$ cat config.mk
export PLATFORM = sky130hd
export DESIGN_NAME = wide_add_sequencer
export DESIGN_NICKNAME = d
export VERILOG_FILES = /design/src/rtl/wide_add_pkg.sv /design/src/rtl/ripple_adder.sv /design/src/rtl/wide_add_sequencer.sv
export SDC_FILE = /design/constraint.sdc
export NUM_CORES = 1
export LEC_CHECK = 0
export ABC_AREA = 1
export BUFFER_PORTS_ARGS = -buffer_cell sky130_fd_sc_hd__clkbuf_2
export CORE_ASPECT_RATIO = 0.6
export CORE_MARGIN = 2
export CORE_UTILIZATION = 45
export DETAILED_ROUTE_END_ITERATION = 12
export HOLD_SLACK_MARGIN = 0.12
export PLACE_DENSITY = 0.69
export SLEW_MARGIN = 20
export SYNTH_ARGS = -nofsm -noshare
export SYNTH_HDL_FRONTEND = slang
export SYNTH_SLANG_ARGS = --single-unit
$ cat constraint.sdc
create_clock -name Clk -period 12 [get_ports Clk]
set_clock_uncertainty 0.05 [all_clocks]
set_input_delay 2.4 -clock Clk [delete_from_list [all_inputs] [get_ports Clk]]
set_output_delay 2.4 -clock Clk [all_outputs]
set_load 0.02 [all_outputs]
$ cat src/rtl/wide_add_pkg.sv
// Shared types and constants for the wide add/subtract sequencer.
package wide_add_pkg;

    localparam int SLICE_W = 16;

    typedef enum logic [1:0] {
        IDLE,
        RUN,
        DONE
    } wadd_state_t;

endpackage

$ cat src/rtl/ripple_adder.sv
// 16-bit ripple-carry slice adder, purely combinational.
module ripple_adder
    import wide_add_pkg::*;
(
    input  logic [SLICE_W-1:0] A,
    input  logic [SLICE_W-1:0] B,
    input  logic               c_in,
    output logic [SLICE_W-1:0] S,
    output logic               c_out
);

    logic carry;

    // Bit-serial carry chain across the slice.
    always_comb begin
        S     = '0;
        carry = c_in;
        for (int i = 0; i < SLICE_W; i++) begin
            S[i]  = A[i] ^ B[i] ^ carry;
            carry = (A[i] & B[i]) | (carry & (A[i] ^ B[i]));
        end
        c_out = carry;
    end

endmodule

$ cat src/rtl/wide_add_sequencer.sv
// Wide adder/subtractor that reuses one 16-bit slice adder over WORDS cycles,
// least-significant slice first, with a start/ready/done handshake.
//
//   state | meaning
//   IDLE  | Ready high, waiting for Start
//   RUN   | one slice per edge, carry held in carry_q
//   DONE  | result published, Done pulses for one cycle
module wide_add_sequencer
    import wide_add_pkg::*;
#(
    parameter int WORDS = 4
) (
    input  logic                   Clk,
    input  logic                   Reset,
    input  logic                   Start,
    input  logic                   Sub,
    input  logic [SLICE_W*WORDS-1:0] A,
    input  logic [SLICE_W*WORDS-1:0] B,
    output logic                   Ready,
    output logic                   Done,
    output logic [SLICE_W*WORDS-1:0] S,
    output logic                   Cout,
    output logic                   Overflow
);

    localparam int N     = SLICE_W * WORDS;
    localparam int IDX_W = (WORDS > 1) ? $clog2(WORDS) : 1;

    wadd_state_t        state;
    logic [N-1:0]       op_a;
    logic [N-1:0]       op_b;
    logic [N-1:0]       shadow;
    logic [N-1:0]       next_shadow;
    logic               carry_q;
    logic [IDX_W-1:0]   idx;
    logic [SLICE_W-1:0] slice_a;
    logic [SLICE_W-1:0] slice_b;
    logic [SLICE_W-1:0] slice_sum;
    logic               slice_cout;
    logic               last_slice;
    logic               ovf_next;

    assign slice_a    = op_a[idx*SLICE_W +: SLICE_W];
    assign slice_b    = op_b[idx*SLICE_W +: SLICE_W];
    assign last_slice = (idx == IDX_W'(WORDS - 1));

    ripple_adder u_slice (
        .A     (slice_a),
        .B     (slice_b),
        .c_in  (carry_q),
        .S     (slice_sum),
        .c_out (slice_cout)
    );

    // Shadow result with the current slice merged in, so the final edge can
    // publish the complete sum without an extra cycle.
    always_comb begin
        next_shadow = shadow;
        next_shadow[idx*SLICE_W +: SLICE_W] = slice_sum;
    end

    // op_b is already inverted for subtract, so the add-overflow rule applies.
    assign ovf_next = (op_a[N-1] == op_b[N-1]) && (next_shadow[N-1] != op_a[N-1]);

    // Sequencer FSM with registered handshake and result outputs.
    always_ff @(posedge Clk) begin
        if (Reset) begin
            state    <= IDLE;
            Ready    <= 1'b1;
            Done     <= 1'b0;
            S        <= '0;
            Cout     <= 1'b0;
            Overflow <= 1'b0;
            idx      <= '0;
            carry_q  <= 1'b0;
            shadow   <= '0;
            op_a     <= '0;
            op_b     <= '0;
        end else begin
            case (state)
                IDLE: begin
                    Done <= 1'b0;
                    if (Start) begin
                        op_a    <= A;
                        op_b    <= Sub ? ~B : B;
                        carry_q <= Sub;
                        idx     <= '0;
                        Ready   <= 1'b0;
                        state   <= RUN;
                    end
                end
                RUN: begin
                    shadow  <= next_shadow;
                    carry_q <= slice_cout;
                    if (last_slice) begin
                        idx      <= '0;
                        S        <= next_shadow;
                        Cout     <= slice_cout;
                        Overflow <= ovf_next;
                        Done     <= 1'b1;
                        state    <= DONE;
                    end else begin
                        idx <= idx + 1'b1;
                    end
                end
                DONE: begin
                    Done  <= 1'b0;
                    Ready <= 1'b1;
                    state <= IDLE;
                end
                default: begin
                    Done  <= 1'b0;
                    Ready <= 1'b1;
                    state <= IDLE;
                end
            endcase
        end
    end

endmodule

Word-level counts from Yosys, hierarchy flattened
Index checks and enable logic that the tools add are counted.
{"block": "classes", "addsub": 2, "reduce_logical": 9, "shifts": 4, "n_mux": 12, "bitwise_logic": 82, "n_eq_ne": 6}
{"op": "$shiftx A64 B7 Y16", "n": 2}
{"op": "$bwmux W64", "n": 1}
{"op": "$mux W64", "n": 1}
{"op": "$not A64 Y64", "n": 1}
{"op": "$shift A16 B34 Y64 const A", "n": 1}
{"op": "$shiftx A16 B34 Y64", "n": 1}
{"op": "$neg A6 Y34", "n": 1}
{"op": "$and A1 B1 Y1", "n": 32}
{"op": "$xor A1 B1 Y1", "n": 32}
{"op": "$or A1 B1 Y1", "n": 16}
{"op": "$reduce_and A2 Y1", "n": 5}
{"op": "$mux W2", "n": 4}
{"op": "$pmux W2 S2", "n": 2}
{"op": "$ne A2 B2 Y1 const B", "n": 2}
{"op": "$pmux W1 S2", "n": 2}
{"op": "$add A2 B1 Y2 const B", "n": 1}
{"op": "$eq A2 B1 Y1 const B", "n": 1}
{"op": "$eq A2 B2 Y1 const B", "n": 1}
{"op": "$logic_not A2 Y1", "n": 1}
{"op": "$mux W1", "n": 2}
{"op": "$reduce_bool A2 Y1", "n": 1}
{"op": "$reduce_or A2 Y1", "n": 1}
{"op": "$eq A1 B1 Y1", "n": 1}
{"op": "$logic_and A1 B1 Y1", "n": 1}
{"op": "2 further kinds", "n": 2}
{"block": "totals", "in_bits": 132, "out_inout_bits": 68, "elab_cells": 126, "ff_bits": 265}

Longest topological paths before layout
Gate-level depths: netlist of run 1.
{"block": "depth", "depth_word": 37, "mapped_depth": 31, "ltp_nobuf": 29}

By module
A second synthesis of run 1 with hierarchy kept.
{"block": "unflattened", "cells_unflattened": 1586, "hier_area_um2": 12652.1}
{"module": "wide_add_sequencer", "instances": 1, "cells_each": 1560, "area_each_um2": 12294.3, "seq_area_each_um2": 5305.1}
{"module": "ripple_adder", "instances": 1, "cells_each": 26, "area_each_um2": 357.8, "seq_area_each_um2": 0.0}

Worst setup path after synthesis of run 1
No wires, ideal clock.
{"block": "synth_path", "path_kind": "register -> register", "from": "register idx[1]", "to": "register shadow[47]", "arrival_ns": 7.663, "required_ns": 11.835, "path_buffers": 3, "setup_ns": 0.115, "path_stages_with_launch": 31, "period_less_slack_ns": 7.828, "path_slack_ns": 4.172, "cell_sequence": "dfxtp_1 -> buf_1 -> inv_1 -> buf_2 -> buf_2 -> a32o_1 -> fa_1 -> fa_1 -> fa_1 -> fa_1 -> fa_1 -> fa_1 -> fa_1 -> fa_1 -> fa_1 -> fa_1 -> fa_1 -> fa_1 -> fa_1 -> inv_1 -> fa_1 -> inv_1 -> fa_1 -> inv_1 -> fa_1 -> inv_1 -> nor2_1 -> inv_1 -> o22ai_1 -> o21ai_0 -> inv_1"}
{"block": "synth_between", "elab_chain_len": 35, "elab_cells_between_ends": 83, "cone_classes": "1 x add/sub; 4 x shift; 1 x mux; 77 x bitwise"}
{"item": "from (decl)", "line_no": "wide_add_sequencer.sv:35", "source": "logic [IDX_W-1:0] idx;"}
{"item": "from (signal assigned)", "line_no": "wide_add_sequencer.sv:103", "source": "idx <= idx + 1'b1;"}
{"item": "$shiftx A64 B7 Y16, on equally long branches", "line_no": "wide_add_sequencer.sv:43, wide_add_sequencer.sv:44"}
{"item": "$xor A1 B1 Y1", "line_no": "ripple_adder.sv:19, ripple_adder.sv:20"}
{"item": "$and A1 B1 Y1", "line_no": "ripple_adder.sv:20", "source": "carry = (A[i] & B[i]) | (carry & (A[i] ^ B[i]));"}
{"item": "$or A1 B1 Y1", "line_no": "ripple_adder.sv:20"}
{"item": "$and A1 B1 Y1", "line_no": "ripple_adder.sv:20"}
{"item": "$or A1 B1 Y1", "line_no": "ripple_adder.sv:20"}
{"item": "$and A1 B1 Y1", "line_no": "ripple_adder.sv:20"}
{"item": "$or A1 B1 Y1", "line_no": "ripple_adder.sv:20"}
{"item": "(+19 left out)"}
{"item": "$or A1 B1 Y1", "line_no": "ripple_adder.sv:20"}
{"item": "$and A1 B1 Y1", "line_no": "ripple_adder.sv:20"}
{"item": "$or A1 B1 Y1", "line_no": "ripple_adder.sv:20"}
{"item": "$and A1 B1 Y1", "line_no": "ripple_adder.sv:20"}
{"item": "$or A1 B1 Y1", "line_no": "ripple_adder.sv:20"}
{"item": "$xor A1 B1 Y1", "line_no": "ripple_adder.sv:19", "source": "S[i] = A[i] ^ B[i] ^ carry;"}
{"item": "$shiftx A16 B34 Y64", "line_no": "wide_add_sequencer.sv:59", "source": "next_shadow[idx*SLICE_W +: SLICE_W] = slice_sum;"}
{"item": "$bwmux W64 *", "line_no": "wide_add_sequencer.sv:59"}
{"item": "to (signal assigned)", "line_no": "wide_add_sequencer.sv:93", "source": "shadow <= next_shadow;"}
{"item": "to (decl)", "line_no": "wide_add_sequencer.sv:32", "source": "logic [N-1:0] shadow;"}
Mark *: on every way between the ends. The rest lies on a longest branch, timed or not.
A chain may end at the register's enable or synchronous reset.

Worst setup path in the final report of run 1
Same ends and word-level chain as after synthesis.

==> results of run 1 <==
-- Yosys cell counts (all sizes together) --
| library cell | instances | area share, % |
|---|---|---|
| o21ai | 275 | 11 |
| dfxtp | 265 | 43 |
| inv | 241 | 7.4 |
| nor2 | 196 | 6.0 |
| a21oi | 136 | 5.5 |
| nand2 | 90 | 2.8 |
| clkbuf | 69 | 2.1 |
| o21a | 64 | 3.9 |
| buf | 61 | 3.2 |
| o22ai | 52 | 2.6 |
| a211oi | 36 | 2.2 |
| xnor2 | 36 | 2.6 |
| xor2 | 28 | 2.0 |
| fa | 16 | 2.6 |
| a32o | 14 | 1.1 |
| nand4 | 14 | 0.71 |
| nand3 | 10 | 0.41 |
| ha | 6 | 0.61 |
| o211ai | 1 | 0.061 |
-- power groups by stage --
| stage | combinational, mW | sequential [mW] | clock [mW] |
|---|---|---|---|
| after CTS | 0.349 | 0.972 | 0.853 |
| after global routing | 0.395 | 0.978 | 0.891 |
| final | 0.356 | 0.974 | 0.844 |
| after floorplan | 0.247 | 0.978 | 0 |
| after detailed placement | 0.347 | 0.991 | 0 |
| after global placement | 0.340 | 0.990 | 0 |
-- critical path: cells and delay by family (launching register included) --
kind | cells | cell delay [ns]
flip-flops | 1 | 0.81
AO/OA/AOI/OAI | 3 | 0.59
adder cells (fa/ha/maj) | 16 | 6.00
buffers and inverters | 8 | 1.19
AND/OR/NAND/NOR | 1 | 0.06
-- worst max-delay path by stage --
stage	endpoint	slack, ns	cells past startpoint
after detailed placement	shadow[47]$_SDFFE_PP0P_	3.27	28
final	shadow[47]$_SDFFE_PP0P_	3.13	28
after CTS	shadow[47]$_SDFFE_PP0P_	3.21	28
after global routing	shadow[47]$_SDFFE_PP0P_	2.63	28
after global placement	Overflow$_SDFFE_PP0P_	3.46	28
after floorplan	shadow[47]$_SDFFE_PP0P_	4.17	30
-- final cells by class --
class / count / area (um2)
sequential: 265 / 5310
multi-input combinational: 974 / 5470
timing repair buffer: 209 / 1100
clock inverter: 12 / 163
clock buffer: 32 / 702
fill: 2551 / 12600
tap: 360 / 450
inverter: 241 / 915
-- layer usage --
layer	part of all wire (%)	track usage [%]	vias up
li1	-	-	5468
met1	49	37.4	5184
met2	41	33.8	361
met5	0	0	-
met4	1.5	4.04	0
met3	8.3	5.24	38
-- per-stage QoR --
stage               power, mW  util, %
CTS                      2.17     52.7
detailed placement       1.34     49.5
global route             2.26     52.8
finish                   2.17     52.8
floorplan                1.22        -
global placement         1.33     49.5
-- sequential cells by signal, indices dropped and copies added (netlist names) --
signal    count
op_b         64
Done          1
carry_q       1
state         2
idx           2
S            64
shadow       64
Overflow      1
Cout          1
op_a         64
Ready         1
-- cells by family (layout without fill, tap and decap cells) --
logic type | Yosys count | count (layout) | share of synthesized area [%]
AO/OA/AOI/OAI | 578 | 578 | 26.6
buffers and inverters | 371 | 494 | 12.7
AND/OR/NAND/NOR | 310 | 310 | 9.97
flip-flops | 265 | 265 | 43.0
XOR/XNOR | 64 | 64 | 4.54
adder cells (fa/ha/maj) | 22 | 22 | 3.20
==> reports/results.tsv, run 1 <==
metric	value	unit
finalWorstSetupSlack	3.13	ns
ir_drop	0.0772	mV
initialDrtViolationCount	1255	
max-clock-path-buffers	3	
cts_resized	0	
first_pass_iters	5	
cts.clk_slew.worst_paths	0.07	ns
dp_slack	3.27	ns
leakage	6.60	nW
core	26700	um2
grt_remaining_overflow	0	
root_buffer	clkbuf_16	
hold_class	flop to flop	
slew_headroom	32.5	%
numPortBuffers	199	
wl_per_cell	16.9	um
ant_nets	0	
crit_top_cell	fa_1	
place_inst	2048	
layout_commonest_cell	dfxtp_1	
status	finished clean	
fin_tns_setup	0	ns
cp-start-kind	flop	
worst_r2r_endpoint	shadow[47]$_SDFFE_PP0P_	
dpl.hpwl	24.7	mm
hold_end	op_b[3]$_SDFFE_PP0P_	
ys_types	31	
final_cells	2093	
htreeDepth	1	
pwr-share-clk	38.8	%
hold_depth	2	
ys_seq_area_share	43.0	%
num_antenna_cells	0	
drc	0	
slew_viol_final	0	
numCtsBuffers	25	
ys_warn_count	0	
slowest_delay	0.81	ns
routed_wl	35.4	mm
end_kind	flop	
drive_gt1_share	15.1	%
io_pins	200	
ys_ff_latch	265	
placed_area	13200	um2
worstSkewPairLatency	0.54	ns
cts_setup_buffers	0	
area_delta_synth_final	14.3	%
p_sw_share	28.2	%
synth.avg_cell_area	7.67	um2
rr_worst_depth	28	
cp.arrival	9.23	ns
clock-sinks	265	
power_frac_seq	44.8	%
required	12.37	ns
grtUsageTotal	24.0	%
synth_area	12300	um2
grt_pass1_wl	54.8	mm
cts_tree	yes	
syn-num-nets	1764	
nets	1870	
layout_common_cells	dfxtp_1, inv_1, o21ai_0	
min_period_over_period	73.9	%
ctsHoldBuffers	0	
final.min_clock_period	8.87	ns
hold_path.startpoint	op_b[3]$_SDFFE_PP0P_	
timing.rr.start	idx[1]$_SDFFE_PP0P_	
hold_viol_final	0	
grt_max_degree	128	
fmax	0.113	GHz
die_w	218	um
power_density	154	nW/um2
hold-worst-slack	0.397	ns
tightest_slew	1.01	ns
netlist_instances	1610	
ff2ff_setup_slack	3.13	ns
setup_viol	0	
dieArea	28800	um2
rsz0062_at_grt	false	
initial_core_util	46.2	%
switching_power	0.614	mW
cp_max_fo	37	
final_area	14100	um2
critPathLaunch	idx[1]$_SDFFE_PP0P_	
grt_pass1_vias	9909	
row_count	46	
critical_path_class	flop to flop	
internal_power	1.56	mW
antenna_found_initial	0	
die_h	132	um
cpMaxStageDelayCell	dfxtp_1	
via_per_inst	5.28	
pwr-share-comb	16.4	%
dr_total_vias	11100	
drv_cap	0	
place_congestion	0.936	
No activity file was read; power rests on OpenSTA's default activity.
==> run 2: changes to the inputs <==
==> constraint.sdc (replaced) <==
create_clock -name Clk -period 8.38 [get_ports Clk]
set_clock_uncertainty 0.05 [all_clocks]
set_input_delay 1.676 -clock Clk [delete_from_list [all_inputs] [get_ports Clk]]
set_output_delay 1.676 -clock Clk [all_outputs]
set_load 0.02 [all_outputs]
==> reports/results.tsv, run 2 (synthesis results as in run 1) <==
metric	value	unit	change
grt_remaining_overflow	0		unchanged
status	finished clean		unchanged
first_pass_iters	6		was 5
worstSkewPairLatency	0.54	ns	about the same
cts_setup_buffers	0		unchanged
die_w	218	um	unchanged
power_density	219	nW/um2	was 154 nW/um2
grt_pass1_wl	54.9	mm	was 54.8 mm
initialDrtViolationCount	1168		was 1255
fmax	0.124	GHz	was 0.113 GHz
place_congestion	0.903		was 0.936
critical_path_class	flop to flop		unchanged
ff2ff_setup_slack	0.31	ns	was 3.13 ns
layout_commonest_cell	dfxtp_1		unchanged
tightest_slew	1.06	ns	was 1.01 ns
ant_nets	0		unchanged
crit_top_cell	fa_1		unchanged
slowest_delay	0.57	ns	was 0.81 ns
drv_cap	0		unchanged
nets	1874		was 1870
dr_total_vias	11000		was 11100
required	8.75	ns	was 12.37 ns
clock-sinks	265		unchanged
htreeDepth	1		unchanged
ir_drop	0.136	mV	was 0.0772 mV
drc	0		unchanged
cts_tree	yes		unchanged
numPortBuffers	199		unchanged
grt_pass1_vias	9783		was 9909
row_count	46		unchanged
cts_resized	0		unchanged
dieArea	28800	um2	unchanged
slew_headroom	29.3	%	was 32.5%
fin_tns_setup	0	ns	unchanged
wl_per_cell	17.0	um	was 16.9 um
grtUsageTotal	24.2	%	was 24.0%
cts.clk_slew.worst_paths	0.07	ns	about the same
hold_class	flop to flop		unchanged
root_buffer	clkbuf_16		unchanged
finalPower	3.08	mW	was 2.17 mW
initial_core_util	46.2	%	unchanged
routed_wl	35.7	mm	was 35.4 mm
crit_family	adder cells		unchanged
cp-start-kind	flop		unchanged
end_kind	flop		unchanged
seqCellArea	5310	um2	unchanged
min_period_over_period	96.3	%	was 73.9%
area_delta_synth_final	14.1	%	was 14.3%
cp.buffers_inverters	4		was 8
cp_max_fo	34		was 37
layout_common_cells	dfxtp_1, inv_1, o21ai_0		unchanged
multi_input_area	5470	um2	unchanged
cpMaxStageDelayCell	dfxtp_4		was dfxtp_1
drive_gt1_share	15.2	%	was 15.1%
ctsHoldBuffers	0		unchanged
grt_max_degree	128		unchanged
numCtsBuffers	25		unchanged
via_per_inst	5.26		was 5.28
rsz0062_at_grt	false		unchanged
hold_viol_final	0		unchanged
die_h	132	um	unchanged
dpl.hpwl	25.4	mm	was 24.7 mm
num_antenna_cells	0		unchanged
slew_viol_final	0		unchanged
hold-worst-slack	0.402	ns	was 0.397 ns
nFillCells	2606		was 2551
leakage	6.59	nW	was 6.60 nW
io_pins	200		unchanged
setup_viol	0		unchanged
max-clock-path-buffers	3		unchanged
cp.arrival	8.44	ns	was 9.23 ns
core	26700	um2	unchanged
final.min_clock_period	8.07	ns	was 8.87 ns
antenna_found_initial	0		unchanged
==> run 2: final cells by class <==
cell class              count  share of cell area (%)
repair buffers            213                    7.88
flip-flops and latches    265                    37.7
well taps                 360                    3.20
clock buffers              33                    5.01
multi-input cells         974                    38.9
clock inverters             9                   0.853
inverters                 241                    6.49
==> run 2: through the flow <==
stage / setup WS [ns] / utilization [%] / area, um2 / std cells
floorplan: 0.552 / - / 12300 / 1610
CTS: 0.425 / 52.7 / 14100 / 2095
finish: 0.311 / 52.7 / 14100 / 2095
detailed placement: 0.465 / 49.6 / 13300 / 2053
global route: 0.0234 / 52.7 / 14100 / 2095
global placement: 0.657 / 49.6 / 13300 / 2053
==> run 2: worst paths after layout <==
path | from | endpoint | cells past startpoint
max | idx[0]$_SDFFE_PP0P_ | shadow[63]$_SDFFE_PP0P_ | 25
min | op_b[11]$_SDFFE_PP0P_ | op_b[11]$_SDFFE_PP0P_ | 2
max reg2reg | idx[0]$_SDFFE_PP0P_ | shadow[63]$_SDFFE_PP0P_ | 25
min reg2reg | op_b[11]$_SDFFE_PP0P_ | op_b[11]$_SDFFE_PP0P_ | 2
==> run 2: tightest hold or removal path, stage by stage (launching register included) <==
cell and delay, ns:
dfxtp_1 0.30, inv_1 0.06, a21oi_1 0.05
==> run 2: power breakdown <==
| part | internal [mW] | switching [mW] |
|---|---|---|
| Sequential | 1.35 | 0.0477 |
| Combinational | 0.178 | 0.336 |
| Clock | 0.680 | 0.493 |
==> run 2: layer usage <==
layer	track usage (%)	share of wire, %	vias up
met5	0	0	-
met3	7.52	11	46
met1	36.7	47	5092
met4	5.03	1.8	0
met2	33.1	40	395
li1	-	-	5483
==> run 3: changes to the inputs <==
--- a/config.mk
+++ b/config.mk
@@ -5,11 +5,12 @@
 export SDC_FILE = /design/constraint.sdc
 export NUM_CORES = 1
 export LEC_CHECK = 0
-export ABC_AREA = 1
+export ABC_AREA = 0
 export BUFFER_PORTS_ARGS = -buffer_cell sky130_fd_sc_hd__clkbuf_2
 export CORE_ASPECT_RATIO = 0.6
 export CORE_MARGIN = 2
 export CORE_UTILIZATION = 45
+export CTS_BUF_LIST = sky130_fd_sc_hd__clkbuf_4 sky130_fd_sc_hd__clkbuf_8
 export DETAILED_ROUTE_END_ITERATION = 12
 export HOLD_SLACK_MARGIN = 0.12
 export PLACE_DENSITY = 0.69
==> reports/results.tsv, run 3 <==
metric	value	unit	change
yosysMostFrequentCell	dfxtp_1		unchanged
placed_area	13000	um2	was 13300 um2
final_area	13800	um2	was 14100 um2
nets	1585		was 1874
grt_max_degree	109		was 128
crit_family	adder cells		unchanged
drv_cap	0		unchanged
synth.avg_cell_area	9.31	um2	was 7.67 um2
setup_viol	0		unchanged
via_per_inst	5.30		was 5.26
slew_headroom	29.7	%	was 29.3%
final.min_clock_period	8.09	ns	was 8.07 ns
fin_tns_setup	0	ns	unchanged
syn-num-nets	1442		was 1764
tightest_slew	1.05	ns	was 1.06 ns
ys_ff_latch	265		unchanged
hold_class	flop to flop		unchanged
io_pins	200		unchanged
layout_commonest_cell	dfxtp_1		unchanged
row_count	46		unchanged
grt_pass1_vias	8934		was 9783
ir_drop	0.0804	mV	was 0.136 mV
ys_warn_count	0		unchanged
cts_resized	0		unchanged
cts_setup_buffers	0		unchanged
initial_core_util	45.6	%	was 46.2%
synth_area_leader_cell	dfxtp_1		unchanged
crit_top_cell	fa_1		unchanged
synthMuxAreaShare	6.01	%	was 0%
rsz0062_at_grt	false		unchanged
power_density	216	nW/um2	was 219 nW/um2
cpMaxStageDelayCell	fa_1		was dfxtp_4
wl_per_cell	18.3	um	was 17.0 um
leakage	5.19	nW	was 6.59 nW
ys_types	34		was 31
grt_remaining_overflow	0		unchanged
initialDrtViolationCount	717		was 1168
ctsHoldBuffers	0		unchanged
grt_pass1_wl	51.0	mm	was 54.9 mm
dr_total_vias	9633		was 11000
die_h	130	um	was 132 um
drive_gt1_share	26.0	%	was 15.2%
root_buffer	clkbuf_8		was clkbuf_16
synthAdderAreaFrac	3.30	%	was 3.20%
cp_max_fo	6		was 34
synth-edff-count	0		unchanged
end_kind	flop		unchanged
cts.clk_slew.worst_paths	0.06	ns	was 0.07 ns
synthSimpleGateAreaFrac	14.9	%	was 9.97%
cp-start-kind	flop		unchanged
htreeDepth	2		was 1
die_w	215	um	was 218 um
synth_xor_area_share	4.68	%	was 4.54%
required	8.78	ns	was 8.75 ns
synth_top_family_by_area	compound AO/OA/AOI/OAI gates		unchanged
max-clock-path-buffers	3		unchanged
numCtsBuffers	42		was 25
synth_compound_area_share	20.4	%	was 26.6%
cp.buffers_inverters	4		unchanged
clock-sinks	265		unchanged
min_period_over_period	96.5	%	was 96.3%
slew_viol_final	0		unchanged
routed_wl	33.2	mm	was 35.7 mm
synth-main-ff-cell	dfxtp_1		unchanged
hold_viol_final	0		unchanged
cp_cell_sequence	mux4_2, inv_1, fa_1, fa_1, fa_1, fa_1, fa_1, fa_1, fa_1, fa_1, fa_1, fa_1, fa_1, fa_1, fa_1, inv_1, fa_1, inv_1, fa_1, inv_1, fa_1, and4bb_2, a221o_1, o21a_1		
status	finished clean		unchanged
netlist_instances	1288		was 1610
num_antenna_cells	0		unchanged
final_core_util	52.4	%	was 52.7%
layout_common_cells	dfxtp_1, nor2_1, clkbuf_2		was dfxtp_1, inv_1, o21ai_0
drc	0		unchanged
area_delta_synth_final	15.0	%	was 14.1%
slowest_delay	0.50	ns	was 0.57 ns
finalPower	2.97	mW	was 3.08 mW
dieArea	28000	um2	was 28800 um2
yosys-top-cells-count	dfxtp_1, nor2_1, a211oi_1, a21oi_1, nand2_1		was dfxtp_1, inv_1, o21ai_0, nor2_1, a21oi_1
critical_path_class	flop to flop		unchanged
antenna_found_initial	0		unchanged
ant_nets	0		unchanged
first_pass_iters	5		was 6
fmax	0.124	GHz	about the same
worstSkewPairLatency	0.56	ns	was 0.54 ns
ys_seq_area_share	44.2	%	was 43.0%
dpl.hpwl	22.8	mm	was 25.4 mm
cts_tree	yes		unchanged
core	26300	um2	was 26700 um2
async_flop_share	0	%	unchanged
synth_top_area_share	44.2	%	was 43.0%
synth_area	12000	um2	was 12300 um2
place_congestion	0.844		was 0.903
numPortBuffers	199		unchanged
ys_top_cells_by_area	dfxtp_1, a211oi_1, nor2_1		was dfxtp_1, o21ai_0, inv_1
grtUsageTotal	23.6	%	was 24.2%
cp.arrival	8.49	ns	was 8.44 ns
==> run 3: cell families (layout without fill, tap and decap cells) <==
| logic type | after synthesis | after routing |
|---|---|---|
| buffers and inverters | 162 | 330 |
| DFF | 265 | 265 |
| adders and majority gates | 22 | 22 |
| muxes | 32 | 32 |
| and+or+nand+nor | 410 | 410 |
| xor gates and xnor gates | 64 | 64 |
| AOI/OAI and AO/OA | 333 | 333 |
==> run 3: tightest hold or removal path: stages (launching register included) <==
cell	delay, ns
dfxtp_1	0.31
nand2_1	0.05
a21oi_1	0.05
==> run 3: report_power, final <==
| part | leakage [nW] | internal (mW) | total (mW) | switching (mW) |
|---|---|---|---|---|
| combinational | 2.58 | 0.174 | 0.474 | 0.300 |
| sequential | 2.17 | 1.34 | 1.38 | 0.0424 |
| clock | 0.441 | 0.611 | 1.12 | 0.509 |
| total | 5.19 | 2.12 | 2.97 | 0.851 |
==> run 3: final timing paths <==
check             cells past startpoint  slack (ns)                    end                  start
hold / removal                        2        0.40  op_a[26]$_SDFFE_PP0P_  op_a[26]$_SDFFE_PP0P_
setup reg to reg                     24        0.29  Overflow$_SDFFE_PP0P_    idx[0]$_SDFFE_PP0P_
setup / recovery                     24        0.29  Overflow$_SDFFE_PP0P_    idx[0]$_SDFFE_PP0P_
hold reg to reg                       2        0.40  op_a[26]$_SDFFE_PP0P_  op_a[26]$_SDFFE_PP0P_
==> run 3: through the flow <==
stage / hold slack (ns) / instances / worst slack, ns
6_report: 0.403 / 1816 / 0.291
5_1_grt: 0.420 / 1816 / 0.0240
4_1_cts: 0.403 / 1816 / 0.321
3_5_place_dp: 0.394 / 1747 / 0.355
3_3_place_gp: 0.389 / 1747 / 0.530
2_1_floorplan: 0.383 / 1288 / 0.244
==> run 3: final cells by class <==
| class | instances | area (um2) |
|---|---|---|
| clock buffers | 63 | 767 |
| inverters | 49 | 184 |
| well taps | 360 | 450 |
| multi-input cells | 861 | 5920 |
| flip-flops and latches | 265 | 5310 |
| repair buffers | 212 | 1110 |
| clock inverters | 6 | 57.6 |
| fillers | 2470 | 12500 |
==> run 3: layer usage <==
metal | share of wire, % | vias to the layer above | global-route usage (%)
met5 | 0 | - | 0
met4 | 1.5 | 0 | 6.09
met3 | 8.9 | 41 | 6.20
met2 | 39 | 335 | 31.6
met1 | 51 | 4566 | 36.7
li1 | - | 4691 | -
